**config.mk**
```make
export PLATFORM = sky130hd
export DESIGN_NAME = transmit_os_flat
export DESIGN_NICKNAME = d
export VERILOG_FILES = /design/src/rtl/transmit_os_if.sv /design/src/rtl/transmit_os.sv /design/src/flat_wrapper.sv
export SDC_FILE = /design/constraint.sdc
export NUM_CORES = 1
export LEC_CHECK = 0
export ABC_CLOCK_PERIOD_IN_PS = 1850
export CELL_PAD_IN_SITES_DETAIL_PLACEMENT = 0
export CELL_PAD_IN_SITES_GLOBAL_PLACEMENT = 1
export CORE_UTILIZATION = 29
export DETAILED_ROUTE_END_ITERATION = 12
export GPL_TIMING_DRIVEN = 0
export PLACE_DENSITY_LB_ADDON = 0.1
export SETUP_SLACK_MARGIN = 0.1
export SKIP_CTS_REPAIR_TIMING = 1
export SLEW_MARGIN = 40
export SYNTH_ARGS = -nofsm -noshare
export SYNTH_HDL_FRONTEND = slang
export SYNTH_SLANG_ARGS = --single-unit
```
**constraint.sdc**
```tcl
create_clock -name GTX_CLK -period 1.85 [get_ports GTX_CLK]
set_clock_uncertainty 0.15 [all_clocks]
set_input_delay 0.4625 -clock GTX_CLK [delete_from_list [all_inputs] [get_ports GTX_CLK]]
set_output_delay 0.4625 -clock GTX_CLK [all_outputs]
set_load 0.02 [all_outputs]
```
**src/rtl/transmit_os_if.sv**
```systemverilog
// GMII-side and code-group-generator-side signals of the PCS transmit
// ordered-set machine. The master drives the inputs and the slave is the PCS block.
interface transmit_os_if;
    logic       TX_EN;
    logic [7:0] TXD;
    logic       receiving;
    logic       TX_OSET_indicate;
    logic       tx_even;
    logic [2:0] xmit;
    logic       transmitting;
    logic       COL;
    logic [2:0] tx_o_set;
    logic [7:0] tx_data;

    modport master (
        output TX_EN, TXD, receiving, TX_OSET_indicate, tx_even, xmit,
        input  transmitting, COL, tx_o_set, tx_data
    );

    modport slave (
        input  TX_EN, TXD, receiving, TX_OSET_indicate, tx_even, xmit,
        output transmitting, COL, tx_o_set, tx_data
    );
endinterface

```
**src/rtl/transmit_os.sv**
```systemverilog
// 1000BASE-X PCS transmit ordered-set state machine. It selects /C/ /I/ /S/ /D/ /T/ /R/
// from xmit, TX_EN and TX_OSET_indicate, and it reports transmitting and COL.
module transmit_os #(
    parameter logic [2:0] XMIT_CONFIG = 3'b001,
    parameter logic [2:0] XMIT_DATA   = 3'b010,
    parameter logic [2:0] XMIT_IDLE   = 3'b100
) (
    input  logic          GTX_CLK,
    input  logic          mr_main_reset,
    transmit_os_if.slave  bus
);

    localparam logic [2:0] OS_D = 3'd0;
    localparam logic [2:0] OS_I = 3'd1;
    localparam logic [2:0] OS_C = 3'd2;
    localparam logic [2:0] OS_S = 3'd3;
    localparam logic [2:0] OS_T = 3'd4;
    localparam logic [2:0] OS_R = 3'd5;

    typedef enum logic [3:0] {
        ST_TX_TEST_XMIT    = 4'd0,
        ST_CONFIGURATION   = 4'd1,
        ST_IDLE            = 4'd2,
        ST_XMIT_DATA       = 4'd3,
        ST_START_OF_PACKET = 4'd4,
        ST_TX_PACKET       = 4'd5,
        ST_END_OF_PACKET   = 4'd6,
        ST_EPD2            = 4'd7,
        ST_EPD3            = 4'd8
    } state_t;

    state_t     state_r;
    state_t     next_state_s;
    logic [2:0] xmit_latched_r;
    logic [2:0] xmit_norm_s;
    logic       xmit_change_s;
    logic       transmitting_r;
    logic       col_r;
    logic [2:0] tx_o_set_r;
    logic [7:0] tx_data_r;

    // Ordered set that each state sends.
    function automatic logic [2:0] oset_of(input state_t st);
        case (st)
            ST_CONFIGURATION:   oset_of = OS_C;
            ST_START_OF_PACKET: oset_of = OS_S;
            ST_TX_PACKET:       oset_of = OS_D;
            ST_END_OF_PACKET:   oset_of = OS_T;
            ST_EPD2:            oset_of = OS_R;
            ST_EPD3:            oset_of = OS_R;
            default:            oset_of = OS_I;
        endcase
    endfunction

    // The machine treats any xmit code other than CONFIG or DATA as IDLE.
    always_comb begin
        case (bus.xmit)
            XMIT_CONFIG: xmit_norm_s = XMIT_CONFIG;
            XMIT_DATA:   xmit_norm_s = XMIT_DATA;
            default:     xmit_norm_s = XMIT_IDLE;
        endcase
    end

    // A mode change counts only at an ordered-set boundary. The latched value is taken in TX_TEST_XMIT.
    always_comb begin
        xmit_change_s = (xmit_norm_s != xmit_latched_r) && bus.TX_OSET_indicate;
    end

    // Next-state selection. Inside a packet (/S/ and /D/) the machine ignores mode changes.
    always_comb begin
        next_state_s = state_r;
        case (state_r)
            ST_TX_TEST_XMIT: begin
                if (xmit_norm_s == XMIT_CONFIG) begin
                    next_state_s = ST_CONFIGURATION;
                end else if (xmit_norm_s == XMIT_IDLE) begin
                    next_state_s = ST_IDLE;
                end else if (bus.TX_EN) begin
                    next_state_s = ST_IDLE;
                end else begin
                    next_state_s = ST_XMIT_DATA;
                end
            end
            ST_CONFIGURATION: begin
                if (bus.TX_OSET_indicate && (xmit_norm_s != XMIT_CONFIG)) begin
                    next_state_s = ST_TX_TEST_XMIT;
                end else begin
                    next_state_s = ST_CONFIGURATION;
                end
            end
            ST_IDLE: begin
                if (xmit_change_s) begin
                    next_state_s = ST_TX_TEST_XMIT;
                end else if (bus.TX_OSET_indicate && (xmit_norm_s == XMIT_CONFIG)) begin
                    next_state_s = ST_TX_TEST_XMIT;
                end else if (bus.TX_OSET_indicate && (xmit_norm_s == XMIT_DATA) && !bus.TX_EN) begin
                    next_state_s = ST_XMIT_DATA;
                end else begin
                    next_state_s = ST_IDLE;
                end
            end
            ST_XMIT_DATA: begin
                if (xmit_change_s) begin
                    next_state_s = ST_TX_TEST_XMIT;
                end else if (bus.TX_OSET_indicate && bus.TX_EN) begin
                    next_state_s = ST_START_OF_PACKET;
                end else begin
                    next_state_s = ST_XMIT_DATA;
                end
            end
            ST_START_OF_PACKET, ST_TX_PACKET: begin
                if (!bus.TX_OSET_indicate) begin
                    next_state_s = state_r;
                end else if (bus.TX_EN) begin
                    next_state_s = ST_TX_PACKET;
                end else begin
                    next_state_s = ST_END_OF_PACKET;
                end
            end
            ST_END_OF_PACKET: begin
                if (xmit_change_s) begin
                    next_state_s = ST_TX_TEST_XMIT;
                end else if (bus.TX_OSET_indicate) begin
                    next_state_s = ST_EPD2;
                end else begin
                    next_state_s = ST_END_OF_PACKET;
                end
            end
            ST_EPD2: begin
                if (xmit_change_s) begin
                    next_state_s = ST_TX_TEST_XMIT;
                end else if (bus.TX_OSET_indicate && bus.tx_even) begin
                    next_state_s = ST_XMIT_DATA;
                end else if (bus.TX_OSET_indicate) begin
                    next_state_s = ST_EPD3;
                end else begin
                    next_state_s = ST_EPD2;
                end
            end
            ST_EPD3: begin
                if (xmit_change_s) begin
                    next_state_s = ST_TX_TEST_XMIT;
                end else if (bus.TX_OSET_indicate) begin
                    next_state_s = ST_XMIT_DATA;
                end else begin
                    next_state_s = ST_EPD3;
                end
            end
            default: next_state_s = ST_TX_TEST_XMIT;
        endcase
    end

    // State register. The Moore outputs are registered from the next state, so they change on the same edge as the state.
    always_ff @(posedge GTX_CLK) begin
        if (mr_main_reset) begin
            state_r        <= ST_TX_TEST_XMIT;
            xmit_latched_r <= XMIT_IDLE;
            transmitting_r <= 1'b0;
            col_r          <= 1'b0;
            tx_o_set_r     <= OS_I;
            tx_data_r      <= 8'h00;
        end else begin
            state_r        <= next_state_s;
            if (state_r == ST_TX_TEST_XMIT) begin
                xmit_latched_r <= xmit_norm_s;
            end else begin
                xmit_latched_r <= xmit_latched_r;
            end
            transmitting_r <= (next_state_s == ST_START_OF_PACKET) ||
                              (next_state_s == ST_TX_PACKET);
            col_r          <= transmitting_r & bus.receiving;
            tx_o_set_r     <= oset_of(next_state_s);
            tx_data_r      <= bus.TXD;
        end
    end

    assign bus.transmitting = transmitting_r;
    assign bus.COL          = col_r;
    assign bus.tx_o_set     = tx_o_set_r;
    assign bus.tx_data      = tx_data_r;

endmodule

```
**src/flat_wrapper.sv**
```systemverilog
// flat-port wrapper written by rule: the top's interface ports become plain ports
module transmit_os_flat 
#(
    parameter logic [2:0] XMIT_CONFIG = 3'b001,
    parameter logic [2:0] XMIT_DATA   = 3'b010,
    parameter logic [2:0] XMIT_IDLE   = 3'b100
)
  (GTX_CLK, mr_main_reset, bus_TX_EN, bus_TXD, bus_receiving, bus_TX_OSET_indicate, bus_tx_even, bus_xmit, bus_transmitting, bus_COL, bus_tx_o_set, bus_tx_data);
  transmit_os_if bus_i ();
  input  logic GTX_CLK;
  input  logic mr_main_reset;
  input wire logic [$bits(bus_i.TX_EN)-1:0] bus_TX_EN;
  input wire logic [$bits(bus_i.TXD)-1:0] bus_TXD;
  input wire logic [$bits(bus_i.receiving)-1:0] bus_receiving;
  input wire logic [$bits(bus_i.TX_OSET_indicate)-1:0] bus_TX_OSET_indicate;
  input wire logic [$bits(bus_i.tx_even)-1:0] bus_tx_even;
  input wire logic [$bits(bus_i.xmit)-1:0] bus_xmit;
  output wire logic [$bits(bus_i.transmitting)-1:0] bus_transmitting;
  output wire logic [$bits(bus_i.COL)-1:0] bus_COL;
  output wire logic [$bits(bus_i.tx_o_set)-1:0] bus_tx_o_set;
  output wire logic [$bits(bus_i.tx_data)-1:0] bus_tx_data;
  assign bus_i.TX_EN = bus_TX_EN;
  assign bus_i.TXD = bus_TXD;
  assign bus_i.receiving = bus_receiving;
  assign bus_i.TX_OSET_indicate = bus_TX_OSET_indicate;
  assign bus_i.tx_even = bus_tx_even;
  assign bus_i.xmit = bus_xmit;
  assign bus_transmitting = bus_i.transmitting;
  assign bus_COL = bus_i.COL;
  assign bus_tx_o_set = bus_i.tx_o_set;
  assign bus_tx_data = bus_i.tx_data;
  transmit_os #(.XMIT_CONFIG(XMIT_CONFIG), .XMIT_DATA(XMIT_DATA), .XMIT_IDLE(XMIT_IDLE)) u_core (.GTX_CLK(GTX_CLK), .mr_main_reset(mr_main_reset), .bus(bus_i));
endmodule
```
==> results.sh <==
export IMPL_status="finished, violations left"
export IMPL_violations="negative setup slack"
export IMPL_drv_cap=0
export IMPL_synth_top_cell_area_share_pct=41.94
export IMPL_critical_path_arrival_ps=2030
export IMPL_cts_buffers=3
export IMPL_vdd_ir_drop_worst_uv=521.0
export IMPL_grt_antenna_before_repair=0
export IMPL_hold_class="register to register"
export IMPL_wl_met2_mm=1.172
export IMPL_rows=20
export IMPL_cts_tree="done"
export IMPL_pre_cts_slack_ps=-689.8
export IMPL_wl_mm=2.365
export IMPL_gr_total_overflow=0
export IMPL_first_pass_iters=4
export IMPL_hold_viol=0
export IMPL_grt_first_pass_wirelength_mm=3.443
export IMPL_postRouteAntennaNets=0
export IMPL_fp_dieW_um=59.38
export IMPL_ys_seq_elements=20
export IMPL_clockBufferDepth=2
export IMPL_area_growth_pct=64.48
export IMPL_avgRoutedWirePerCell_um=12.58
export IMPL_start_util_pct=31.02
export IMPL_finalPower_mw=1.193
export IMPL_die_height_um=59.38
export IMPL_synth_area_per_cell_um2=8.840
export IMPL_clock_latency_ps=310
export IMPL_fin_util_pct=51.02
export IMPL_core_mm2=0.003078
export IMPL_die_area_mm2=0.003525
export IMPL_endpoint_kind="register"
export IMPL_synth_top_family_by_area="simple AND/OR/NAND/NOR gates"
export IMPL_grt_max_degree=12
export IMPL_ys_warn_count=0
export IMPL_yosys_area_top_type="dfxtp_1"
export IMPL_wl_met1_mm=1.102
export IMPL_cts_sinks=20
export IMPL_synth_xor_area_share_pct=0.9174
export IMPL_viasPerCell=4.734
export IMPL_slew_violations=0
export IMPL_synth_simple_area_share_pct=33.03
export IMPL_dr_wl_met3_um=83
export IMPL_rr_worst_depth=7
export IMPL_power_leakage_nw=0.7781
export IMPL_clk_pin_slew_ps=120
export IMPL_synth_cell_types=37
export IMPL_critical_path_class="register to register"
export IMPL_synthMuxAreaShare_pct=0
export IMPL_io_buffer_count=28
export IMPL_top_layer="met4"
export IMPL_syn_area_um2=954.7
export IMPL_drcViolationCount=0
export IMPL_fin_setup_tns_ps=-296.4
export IMPL_ys_top_cells_by_count="dfxtp_1 (20), nor2_1 (14), nor2b_1 (12), a21oi_1 (7)"
export IMPL_ctsHtreeMaxLevel=1
export IMPL_layout_setup_ws_ps=-116.7
export IMPL_synth_edf_count=0
export IMPL_nets=162
export IMPL_globalplace_congestion=0.7164
export IMPL_synthArstFlopShare_pct=0
export IMPL_start_kind="register"
export IMPL_drt_iter0_markers=25
export IMPL_post_route_min_period_ps=1967
export IMPL_drive_gt1_share_pct=26.39
export IMPL_fin_crit_sh_pct=106.3
export IMPL_tightestPinTransition_ps=481.0
export IMPL_slew_headroom_pct=67.88
export IMPL_max_freq_ghz=0.5085
export IMPL_worstHoldPathCells=2
export IMPL_synth_most_common_cell="dfxtp_1"
export IMPL_synth_compound_area_share_pct=20.18
export IMPL_syn_instance_count=108
export IMPL_crit_required_ps=1910
export IMPL_gr_usage_all_layers_pct=13.19
export IMPL_grt_pass1_vias=749
export IMPL_rsz0062_at_grt="true"
export IMPL_setup_violations=4
export IMPL_root_buffer="clkbuf_4"
export IMPL_synth_area_leaders="dfxtp_1 (42%), nor2b_1 (7.9%), nor2_1 (5.5%)"
export IMPL_diodes=0
export IMPL_vias=890
export IMPL_hpwlAfterDp_mm=1.599
export IMPL_pwr_density_cell_mw_per_mm2=759.5
export IMPL_seq_area_frac_synth_pct=41.94
export IMPL_fill_cells=300
export IMPL_synth_nets=125
export IMPL_pin_count=30
export IMPL_worstPathMaxFanout=5
export IMPL_synthAdderAreaFrac_pct=0
export IMPL_synth_top_flop_cell="dfxtp_1"
[cell families after synthesis]
group	Yosys count
buf+inv	9
xor+xnor	1
simple gates	54
compound gates	24
flops	20
[critical path, cell delays in order, from the launching register on]
cell       delay (ps)
dfxtp_4           370
or4_4             510
buf_6             140
o32ai_4           140
a311oi_2          110
a2bb2oi_4         220
and3b_1           180
o21bai_1           60
[power breakdown]
group          switching, mW  internal, mW  leakage, nW  total [mW]
sequential            0.0178         0.466        0.166       0.484
clock                  0.140         0.120       0.0210       0.260
combinational          0.218         0.231        0.592       0.449
total                  0.375         0.817        0.778        1.19
[placed cells by master (no fill, tap or decap), drive strengths merged, types with 2 or more instances in the layout]
| master | instances |
|---|---|
| a21oi | 7 |
| a311oi | 2 |
| a31oi | 2 |
| buf | 7 |
| clkbuf | 7 |
| clkdlybuf4s50 | 10 |
| dfxtp | 20 |
| dlymetal6s2s | 18 |
| inv | 3 |
| nand2 | 5 |
| nand2b | 5 |
| nor2 | 14 |
| nor2b | 12 |
| nor3 | 2 |
| nor4b | 2 |
| nor4bb | 2 |
| o211ai | 2 |
| o21ai | 3 |
| or2 | 3 |
[through the flow]
step	hold WS, ps	area [um2]	cells
floorplan	300.4	988.4	108
global placement	285.3	1324	180
detailed placement	288.2	1324	180
CTS	305.0	1360	184
global route	343.7	1570	188
finish	295.8	1570	188
[worst paths after layout]
path | slack [ps] | startpoint | end
max reg2reg | -120 | u_core.state_r[1] | u_core.bus.tx_o_set[0]
max | -120 | u_core.state_r[1] | u_core.bus.tx_o_set[0]
min reg2reg | 300 | u_core.bus.transmitting | u_core.bus.COL
min | 300 | u_core.bus.transmitting | u_core.bus.COL
[registers in the layout, indices dropped and copies added, names as in the netlist]
name,cells
u_core.xmit_latched_r,3
u_core.bus.tx_o_set,3
u_core.state_r,4
u_core.bus.transmitting,1
u_core.bus.COL,1
u_core.bus.tx_data,8
[area by class of cell]
| type | instances | area (um2) | share of cell area, % |
|---|---|---|---|
| clock buffers | 4 | 36.28 | 2.311 |
| well taps | 44 | 55.05 | 3.506 |
| inverters | 3 | 11.26 | 0.7171 |
| repair buffers | 32 | 355.3 | 22.63 |
| flip-flops and latches | 20 | 405.4 | 25.82 |
| plain buffers | 6 | 46.29 | 2.948 |
| multi-input cells | 79 | 660.6 | 42.07 |
[per-layer routing]
| layer | GRT usage [%] | up-vias |
|---|---|---|
| met2 | 19.26 | 16 |
| met5 | 0 | - |
| met4 | 2.041 | 0 |
| met1 | 18.77 | 415 |
| met3 | 4.803 | 2 |
| li1 | - | 457 |
(Power assumes the default switching activity.)
